--- src/rtl/parking_pkg.sv ---
// rtl/parking_pkg.sv - shared gate states, sensor levels and occupancy width helper
package parking_pkg;

  typedef enum logic [2:0] {
    IDLE,
    EN_A,
    EN_AB,
    EN_B,
    EX_B,
    EX_BA,
    EX_A
  } gate_state_t;

  localparam logic BLOCKED = 1'b1;
  localparam logic OPEN    = 1'b0;

  function automatic int occ_width(input int cap);
    return $clog2(cap + 1);
  endfunction

endpackage

--- src/rtl/gate_seq_fsm.sv ---
// rtl/gate_seq_fsm.sv - per-gate sensor synchronizer, PARKING_DEBOUNCE_EN stability filter and entry/exit sequence FSM
module gate_seq_fsm
  import parking_pkg::*;
#(
  parameter int DB_CYCLES = 4
) (
  input  logic clk,
  input  logic reset,
  input  logic a,
  input  logic b,
  output logic enter,
  output logic exit
);

  localparam logic [1:0] S_NONE = {OPEN, OPEN};
  localparam logic [1:0] S_A    = {BLOCKED, OPEN};
  localparam logic [1:0] S_B    = {OPEN, BLOCKED};
  localparam logic [1:0] S_AB   = {BLOCKED, BLOCKED};

  logic [1:0]  a_sync;
  logic [1:0]  b_sync;
  logic        a_f;
  logic        b_f;
  logic [1:0]  s;
  gate_state_t state;

  // two-flop synchronizers; the sensors are asynchronous to clk
  always_ff @(posedge clk or posedge reset) begin
    if (reset) begin
      a_sync <= 2'b00;
      b_sync <= 2'b00;
    end else begin
      a_sync <= {a_sync[0], a};
      b_sync <= {b_sync[0], b};
    end
  end

`ifdef PARKING_DEBOUNCE_EN
  localparam int DBW = $clog2(DB_CYCLES + 1);
  localparam logic [DBW-1:0] DB_LAST = DBW'(DB_CYCLES - 1);

  logic [DBW-1:0] a_cnt;
  logic [DBW-1:0] b_cnt;
  logic           a_db;
  logic           b_db;

  // stability filter: follow the synced level only after DB_CYCLES straight cycles of disagreement
  always_ff @(posedge clk or posedge reset) begin
    if (reset) begin
      a_cnt <= '0;
      b_cnt <= '0;
      a_db  <= 1'b0;
      b_db  <= 1'b0;
    end else begin
      if (a_sync[1] == a_db) begin
        a_cnt <= '0;
      end else if (a_cnt == DB_LAST) begin
        a_db  <= a_sync[1];
        a_cnt <= '0;
      end else begin
        a_cnt <= a_cnt + 1'b1;
      end
      if (b_sync[1] == b_db) begin
        b_cnt <= '0;
      end else if (b_cnt == DB_LAST) begin
        b_db  <= b_sync[1];
        b_cnt <= '0;
      end else begin
        b_cnt <= b_cnt + 1'b1;
      end
    end
  end

  assign a_f = a_db;
  assign b_f = b_db;
`else
  // keeps DB_CYCLES referenced when the filter is compiled out
  logic unused_db;
  assign unused_db = (DB_CYCLES < 2);

  assign a_f = a_sync[1];
  assign b_f = b_sync[1];
`endif

  assign s = {a_f, b_f};

  // sequence decoder; enter/exit are registered and last exactly one cycle
  always_ff @(posedge clk or posedge reset) begin
    if (reset) begin
      state <= IDLE;
      enter <= 1'b0;
      exit  <= 1'b0;
    end else begin
      enter <= 1'b0;
      exit  <= 1'b0;
      case (state)
        IDLE: begin
          if (s == S_A)      state <= EN_A;
          else if (s == S_B) state <= EX_B;
        end
        EN_A: begin
          case (s)
            S_AB:   state <= EN_AB;
            S_NONE: state <= IDLE;
            S_B:    state <= IDLE;
            default: ;
          endcase
        end
        EN_AB: begin
          case (s)
            S_B:    state <= EN_B;
            S_A:    state <= EN_A;
            S_NONE: state <= IDLE;
            default: ;
          endcase
        end
        EN_B: begin
          case (s)
            S_NONE: begin
              state <= IDLE;
              enter <= 1'b1;
            end
            S_AB:   state <= EN_AB;
            S_A:    state <= IDLE;
            default: ;
          endcase
        end
        EX_B: begin
          case (s)
            S_AB:   state <= EX_BA;
            S_NONE: state <= IDLE;
            S_A:    state <= IDLE;
            default: ;
          endcase
        end
        EX_BA: begin
          case (s)
            S_A:    state <= EX_A;
            S_B:    state <= EX_B;
            S_NONE: state <= IDLE;
            default: ;
          endcase
        end
        EX_A: begin
          case (s)
            S_NONE: begin
              state <= IDLE;
              exit  <= 1'b1;
            end
            S_AB:   state <= EX_BA;
            S_B:    state <= IDLE;
            default: ;
          endcase
        end
        default: state <= IDLE;
      endcase
    end
  end

endmodule

--- src/rtl/parking_lot_controller.sv ---
// rtl/parking_lot_controller.sv - multi-gate occupancy counter with saturation and sticky errors; PARKING_DEBOUNCE_EN enables sensor filtering
module parking_lot_controller
  import parking_pkg::*;
#(
  parameter int N_GATES   = 2,
  parameter int CAP       = 100,
  parameter int DB_CYCLES = 4
) (
  input  logic                        clk,
  input  logic                        reset,
  input  logic [N_GATES-1:0]          a,
  input  logic [N_GATES-1:0]          b,
  input  logic                        clr_err,
  output logic [N_GATES-1:0]          enter,
  output logic [N_GATES-1:0]          exit,
  output logic [occ_width(CAP)-1:0]   occupancy,
  output logic                        full,
  output logic                        empty,
  output logic                        ovf_err,
  output logic                        udf_err
);

  localparam int OW = occ_width(CAP);
  localparam int CW = $clog2(N_GATES + 1);
  localparam int TW = OW + CW + 1;
  localparam logic signed [TW-1:0] T_CAP = TW'(CAP);

  logic [CW-1:0]        ne;
  logic [CW-1:0]        nx;
  logic signed [TW-1:0] t;
  logic                 t_over;
  logic                 t_under;

  for (genvar g = 0; g < N_GATES; g++) begin : g_gate
    gate_seq_fsm #(
      .DB_CYCLES (DB_CYCLES)
    ) u_gate (
      .clk   (clk),
      .reset (reset),
      .a     (a[g]),
      .b     (b[g]),
      .enter (enter[g]),
      .exit  (exit[g])
    );
  end

  // count this cycle's entries and exits across all gates and net them against occupancy
  always_comb begin
    ne = '0;
    nx = '0;
    for (int i = 0; i < N_GATES; i++) begin
      ne = ne + CW'(enter[i]);
      nx = nx + CW'(exit[i]);
    end
    t       = $signed(TW'(occupancy)) + $signed(TW'(ne)) - $signed(TW'(nx));
    t_over  = (t > T_CAP);
    t_under = t[TW-1];
  end

  // saturating occupancy register; a new error outranks a simultaneous clear
  always_ff @(posedge clk or posedge reset) begin
    if (reset) begin
      occupancy <= '0;
      ovf_err   <= 1'b0;
      udf_err   <= 1'b0;
    end else begin
      if (t_over)       occupancy <= OW'(CAP);
      else if (t_under) occupancy <= '0;
      else              occupancy <= t[OW-1:0];
      ovf_err <= t_over  | (ovf_err & ~clr_err);
      udf_err <= t_under | (udf_err & ~clr_err);
    end
  end

  assign full  = (occupancy == OW'(CAP));
  assign empty = (occupancy == '0);

endmodule

--- config.mk ---
export PLATFORM = sky130hd
export DESIGN_NAME = parking_lot_controller
export DESIGN_NICKNAME = d
export VERILOG_FILES = /design/src/rtl/parking_pkg.sv /design/src/rtl/gate_seq_fsm.sv /design/src/rtl/parking_lot_controller.sv
export SDC_FILE = /design/constraint.sdc
export NUM_CORES = 1
export LEC_CHECK = 0
export ABC_CLOCK_PERIOD_IN_PS = 5300
export CAP_MARGIN = 20
export CORE_UTILIZATION = 59
export CTS_CLUSTER_SIZE = 16
export DETAILED_ROUTE_END_ITERATION = 10
export MAX_ROUTING_LAYER = met4
export PLACE_DENSITY_LB_ADDON = 0.08
export SLEW_MARGIN = 40
export SYNTH_ARGS = -nofsm -noshare
export SYNTH_HDL_FRONTEND = slang
export SYNTH_HIERARCHICAL = 1
export SYNTH_SLANG_ARGS = --single-unit
--- constraint.sdc ---
create_clock -name clk -period 5.3 [get_ports clk]
set_input_delay 1.325 -clock clk [delete_from_list [all_inputs] [get_ports clk]]
set_output_delay 1.325 -clock clk [all_outputs]
set_load 0.01 [all_outputs]
==> results_dict.tcl, run 1 <==
set metrics [dict create \
    die-width_um 60.0 \
    dieArea_um2 3600 \
    synthMuxAreaShare_pct 1.51 \
    critPathBufInv 3 \
    start_util_pct 63.5 \
    crit_type "register to register" \
    synth_nets 223 \
    filler_cell_count 235 \
    cts.repair.resized 0 \
    post_cts_buffers 0 \
    ir_drop_uv 282 \
    cts_buffers 3 \
    synthArstFlopShare_pct 100 \
    wl_um 3560 \
    syn2layout_area_growth_pct 11.7 \
    rows 20 \
    antenna_cells 0 \
    track_usage_pct 23.6 \
    synth_xor_xnor_area_share_pct 1.32 \
    p_comb_share_pct 62.8 \
    fin_skew_ps 4.11 \
    dpl.hpwl_um 2910 \
    cts.sinks 27 \
    syn_avg_cell_area_um2 10.3 \
    vias_per_cell 5.74 \
    synth_edf_count 0 \
    critical_path.top_delay_family "adder cells" \
    synth_ff_type "dfrtp_1" \
    insertion_delay_ps 310 \
    yosysSeqAreaShare_pct 34.0 \
    ant_nets 0 \
    rsz0062_at_grt "false" \
    dp.cells 251 \
    synth-seq-cells 27 \
    clkPwrFrac_pct 7.3 \
    cap_viol_max_count 0 \
    synth-simple-area-share_pct 19.3 \
    clockRootBuffer "clkbuf_4" \
    synth_compound_area_share_pct 19.3 \
    crit_path_max_incr_delay_ps 540 \
    critPathSlowestCell "fa_1" \
    overflow 0 \
    required_ps 5520 \
    cellPowerDensity_nw_per_um2 529 \
    grt_pass1_vias 1400 \
    internal_power_w 0.000642 \
    die-height_um 60.0 \
    io_pins 22 \
    status "complete, no violations" \
    layout-drive-gt1-share_pct 9.95 \
    synth_area_um2 1990 \
    coreArea_um2 3130 \
    hold_violations 0 \
    vias 1464 \
    wire_per_inst_um 14.0 \
    final_cells 255 \
    final_max_slew_viol_count 0 \
    crit_path_end_kind "register" \
    synth_area_leaders "dfrtp_1, ha_1, inv_1" \
    synth_cell_types 45 \
    antenna_found_initial 0 \
    synth_top_cell_area_share_pct 34.0 \
    drc 0 \
    dr.pass1.iters 4 \
    synth_adder_area_share_pct 16.3 \
    slew_headroom_pct 56.5 \
    clk_pin_slew_ps 140 \
    timing.final.crit_share_pct 63.2 \
    nets 243 \
    netlist_instances 192 \
    finalSetupTns_ps 0 \
    gp_routability_congestion 0.936 \
    cp.arrival_ps 3570 \
    yosysTopAreaCell "dfrtp_1" \
    worstPathCellList "fa_1 -> inv_1 -> fa_1 -> inv_1 -> ha_1 -> inv_1 -> fa_1 -> or2_1 -> a2111o_1 -> o311ai_2 -> a41oi_1 -> o21a_1" \
    grt_pass1_wl_um 6180 \
    fmax_mhz 299 \
    htreeDepth 1 \
    layout_min_cycle_time_ps 3350 \
    start_kind "register" \
    io_buffers 21 \
    clk_path_buf_depth 2 \
    worst_pin_slew_ps 651 \
    hold_buffers 0 \
    path_max_fanout 6 \
    yosysWarnings 6 \
    p_seq_share_pct 29.8 \
    setup_viol 0 \
    cts_tree "done" \
    drt_first_iter_violations 70 \
    grt_max_degree 16 \
    synth_top_family_by_area "compound AO/OA/AOI/OAI gates" \
    hold_class "register to register" \
    p_switching_w 0.000531 \
    p_leak_nw 0.988 \
    swShare_pct 45.2 \
]
[area by class of cell]
class	count	area, um^2	area share [%]
Sequential cell	27	676	30.5
Multi-Input combinational cell	131	1140	51.6
Clock inverter	1	5.00	0.226
Timing Repair Buffer	21	210	9.48
Tap cell	44	55.1	2.48
Inverter	28	105	4.74
Clock buffer	3	22.5	1.02
[flip-flops by register name (all words and copies together), names as in the netlist]
name	count
g_gate.u_gate/state	6
occupancy	7
g_gate.u_gate/a_sync	4
udf_err	1
g_gate.u_gate/b_sync	4
g_gate.u_gate/enter	2
g_gate.u_gate/exit	2
ovf_err	1
[path summary, 6_finish.rpt]
path / cells past startpoint / slack [ps] / startpoint / to
max: 12 / 1950 / g_gate[1].u_gate/enter / occupancy[2]
min reg2reg: 0 / 370 / g_gate[0].u_gate/a_sync[0] / g_gate[0].u_gate/a_sync[1]
min: 0 / 370 / g_gate[0].u_gate/a_sync[0] / g_gate[0].u_gate/a_sync[1]
max reg2reg: 12 / 1950 / g_gate[1].u_gate/enter / occupancy[2]
max in group asynchronous: 2 / 3710 / reset / occupancy[4]
min in group asynchronous: 2 / 1330 / reset / g_gate[1].u_gate/b_sync[1]
[cells in the final DEF (no fill, tap or decap), types with 3 or more instances in the layout]
| cell | instances |
|---|---|
| dfrtp_1 | 27 |
| or3_1 | 3 |
| a21oi_2 | 3 |
| o21bai_1 | 3 |
| nand2_1 | 8 |
| xnor2_1 | 3 |
| nor3_1 | 12 |
| nor3b_1 | 7 |
| clkdlybuf4s50_1 | 21 |
| inv_1 | 28 |
| nand4bb_1 | 4 |
| o21a_1 | 6 |
| fa_1 | 3 |
| clkbuf_4 | 3 |
| nor4_1 | 3 |
| ha_1 | 21 |
| nor2_1 | 6 |
| a21oi_1 | 5 |
| a211o_1 | 5 |
| o21ai_0 | 5 |
[per-layer routing]
metal  GRT usage [%]  wire length [um]  up-vias  share of wire, %
met5               -                 0        -                 0
met4            6.64                55        0               1.5
met3            3.03                98        8               2.8
met1            29.2              1590      711                45
li1                -                 -      716                 -
met2            40.3              1810       29                51
[cell usage after synthesis, types with 2 or more instances]
cell type	number
nor2_1	6
a21oi_1	5
o31ai_1	2
nor4_1	3
nand4b_1	2
nand4bb_1	4
nand2_1	8
dfrtp_1	27
ha_1	21
buf_4	2
mux2_4	2
and2b_1	2
or2b_1	2
a211o_1	5
o31ai_4	2
inv_1	28
xnor2_1	3
nor3_2	2
o21ai_0	5
buf_6	4
o21bai_1	3
nor3_1	12
o2bb2ai_1	2
nor3b_1	7
a21oi_2	3
o21a_1	6
o31ai_2	2
fa_1	3
or3_1	3
[power by group through the flow]
stage               Clock [W]  Combinational [W]  Sequential [W]
detailed placement          0           0.000735        0.000352
finish              0.0000862           0.000737        0.000350
floorplan                   0           0.000619        0.000313
CTS                 0.0000896           0.000740        0.000348
global route        0.0000961           0.000811        0.000362
global placement            0           0.000711        0.000348
[per-stage QoR]
step	utilization, %	hold WS, ps	instance area, um^2	total power (W)	setup slack, ps
after floorplan	-	331	1990	0.000932	2160
after global placement	70.0	335	2190	0.00106	2110
after detailed placement	70.0	336	2190	0.00109	1990
after CTS	70.9	369	2220	0.00118	1940
after global routing	70.9	371	2220	0.00127	1790
final	70.9	366	2220	0.00117	1950
[logic make-up after synthesis]
logic type,Yosys count
buffers and inverters,34
flip-flops,27
multiplexers,2
adder cells (fa/ha/maj),24
AO/OA/AOI/OAI,43
AND/OR/NAND/NOR,59
XOR/XNOR,3
(Power assumes the default switching activity.)
==> run 2: changes to the inputs <==
--- a/config.mk
+++ b/config.mk
@@ -5,9 +5,9 @@
 export SDC_FILE = /design/constraint.sdc
 export NUM_CORES = 1
 export LEC_CHECK = 0
-export ABC_CLOCK_PERIOD_IN_PS = 5300
+export ABC_CLOCK_PERIOD_IN_PS = 3300
 export CAP_MARGIN = 20
-export CORE_UTILIZATION = 59
+export CORE_UTILIZATION = 56
 export CTS_CLUSTER_SIZE = 16
 export DETAILED_ROUTE_END_ITERATION = 10
 export MAX_ROUTING_LAYER = met4
==> constraint.sdc (replaced) <==
create_clock -name clk -period 3.3 [get_ports clk]
set_input_delay 0.825 -clock clk [delete_from_list [all_inputs] [get_ports clk]]
set_output_delay 0.825 -clock clk [all_outputs]
set_load 0.01 [all_outputs]
==> run 2 against run 1 <==
Compared with the run above:
- cell count is 1.6% higher
- count of clock-buffer cells in the layout is the same
- maximum frequency grew 4.0%
- combinational power grew 76%
- critical path depth is the same
- die area increased by 5.2%
- routed wire length up 4.2%
- first-iteration DRC count fell by 2.9%
- critical path type unchanged
==> results_dict.tcl, run 2 (synthesized netlist as in run 1, its figures left out) <==
set metrics [dict create \
    routed-wl-met2_um 1850 \
    final_cells 259 \
    track_usage_pct 22.4 \
    dieArea_um2 3790 \
    ant_nets 0 \
    wire_per_inst_um 14.3 \
    cap_viol_max_count 0 \
    coreArea_um2 3360 \
    nets 245 \
    cp.arrival_ps 3440 \
    final_max_slew_viol_count 0 \
    wl_met3_um 104 \
    fin_skew_ps 5.40 \
    cellPowerDensity_nw_per_um2 875 \
    path_max_fanout 5 \
    m1WireLength_um 1720 \
    grt_pass1_vias 1331 \
    dr.pass1.iters 4 \
    die-height_um 61.5 \
    crit_type "register to register" \
    drt_first_iter_violations 68 \
    setup_viol 0 \
    holdPathStages 0 \
    clockRootBuffer "clkbuf_4" \
    grt_max_degree 16 \
    utilization_pct 67.8 \
    syn2layout_area_growth_pct 14.9 \
    regMostFlops "occupancy" \
    insertion_delay_ps 310 \
    start_kind "register" \
    antenna_found_initial 0 \
    overflow 0 \
    cts_buffers 3 \
    fmax_mhz 311 \
    clk_pin_slew_ps 140 \
    dp.cells 254 \
    grt_pass1_wl_um 5920 \
    required_ps 3520 \
    timing.final.crit_share_pct 97.6 \
    largest_register_ffs 7 \
    start_util_pct 59.0 \
    antenna_cells 0 \
    layout_common_cells "dfrtp_1, inv_1, clkdlybuf4s50_1" \
    io_buffers 21 \
    vias_per_cell 5.68 \
    rsz0062_at_grt "true" \
    crit_path_end_kind "register" \
    slew_headroom_pct 65.7 \
    cts_tree "done" \
    hold_violations 0 \
    rows 21 \
    dpl.hpwl_um 2980 \
    layout_min_cycle_time_ps 3220 \
    total_power_w 0.00200 \
    cts.sinks 27 \
    top_layer_used "met4" \
    worst_r2r_path_depth 12 \
    hold_class "register to register" \
    clk_path_buf_depth 2 \
    gp_routability_congestion 0.868 \
    drc 0 \
    vias 1472 \
    die-width_um 61.5 \
    layout-drive-gt1-share_pct 14.6 \
    htreeDepth 1 \
    p_leak_nw 1.00 \
    worst_pin_slew_ps 509 \
    mostFrequentLayoutCell "dfrtp_1" \
    ir_drop_uv 380 \
    wl_um 3710 \
    io_pins 22 \
    status "complete, no violations" \
    reg_top3 "occupancy (7), g_gate.u_gate/state (6)" \
]
[run 2: changes by cell type in the layout (fill, tap and decap cells not counted), sizes merged]
cell / previous run / this run
buf: 0 / 2
[run 2: repair_timing]
item	CTS	global route
hold buffers	0	0
setup buffers	0	1
gates cloned	0	0
setup endpoints to repair	1	6
resized for setup	1	10
pin swaps	1	6
[run 2: worst paths after layout]
check / slack (ps) / endpoint / from
max: 80 / ovf_err / g_gate[1].u_gate/enter
min: 360 / g_gate[0].u_gate/b_sync[1] / g_gate[0].u_gate/b_sync[0]
max reg2reg: 80 / ovf_err / g_gate[1].u_gate/enter
min reg2reg: 360 / g_gate[0].u_gate/b_sync[1] / g_gate[0].u_gate/b_sync[0]
max in group asynchronous: 2200 / g_gate[0].u_gate/b_sync[0] / reset
min in group asynchronous: 830 / g_gate[1].u_gate/state[2] / reset
[run 2: through the flow]
stage	TNS, ps	area, um^2	hold WS (ps)	setup slack [ps]
2_1_floorplan	0	1990	331	159
3_3_place_gp	0	2200	334	113
3_5_place_dp	-4.80	2200	336	-4.80
4_1_cts	0	2240	367	28.0
5_1_grt	-48.6	2280	381	-39.5
6_report	0	2280	364	79.7
[run 2: routing by layer]
metal,track usage (%),vias up
li1,-,717
met1,28.3,720
met2,36.9,31
met3,3.15,4
met4,7.62,0
met5,-,-
[run 2: layout make-up]
type	instances	area (um^2)
multi-input cells	131	1190
fillers	285	1080
flip-flops and latches	27	676
repair buffers	23	225
inverters	28	105
well taps	46	57.6
clock buffers	3	22.5
clock inverters	1	5.00
[run 2: critical path, stage by stage (launching register included)]
cell and delay (ps):
dfrtp_1 420, fa_1 550, inv_2 40, fa_2 320
inv_2 80, ha_4 130, inv_2 30, fa_2 370
or2_1 250, a2111o_1 460, o311ai_4 150, nor2_1 90
a211o_1 230
[run 2: where the power goes]
part / internal [W] / switching (W)
sequential: 0.000416 / 0.000146
combinational: 0.000630 / 0.000669
clock: 0.0000453 / 0.0000895
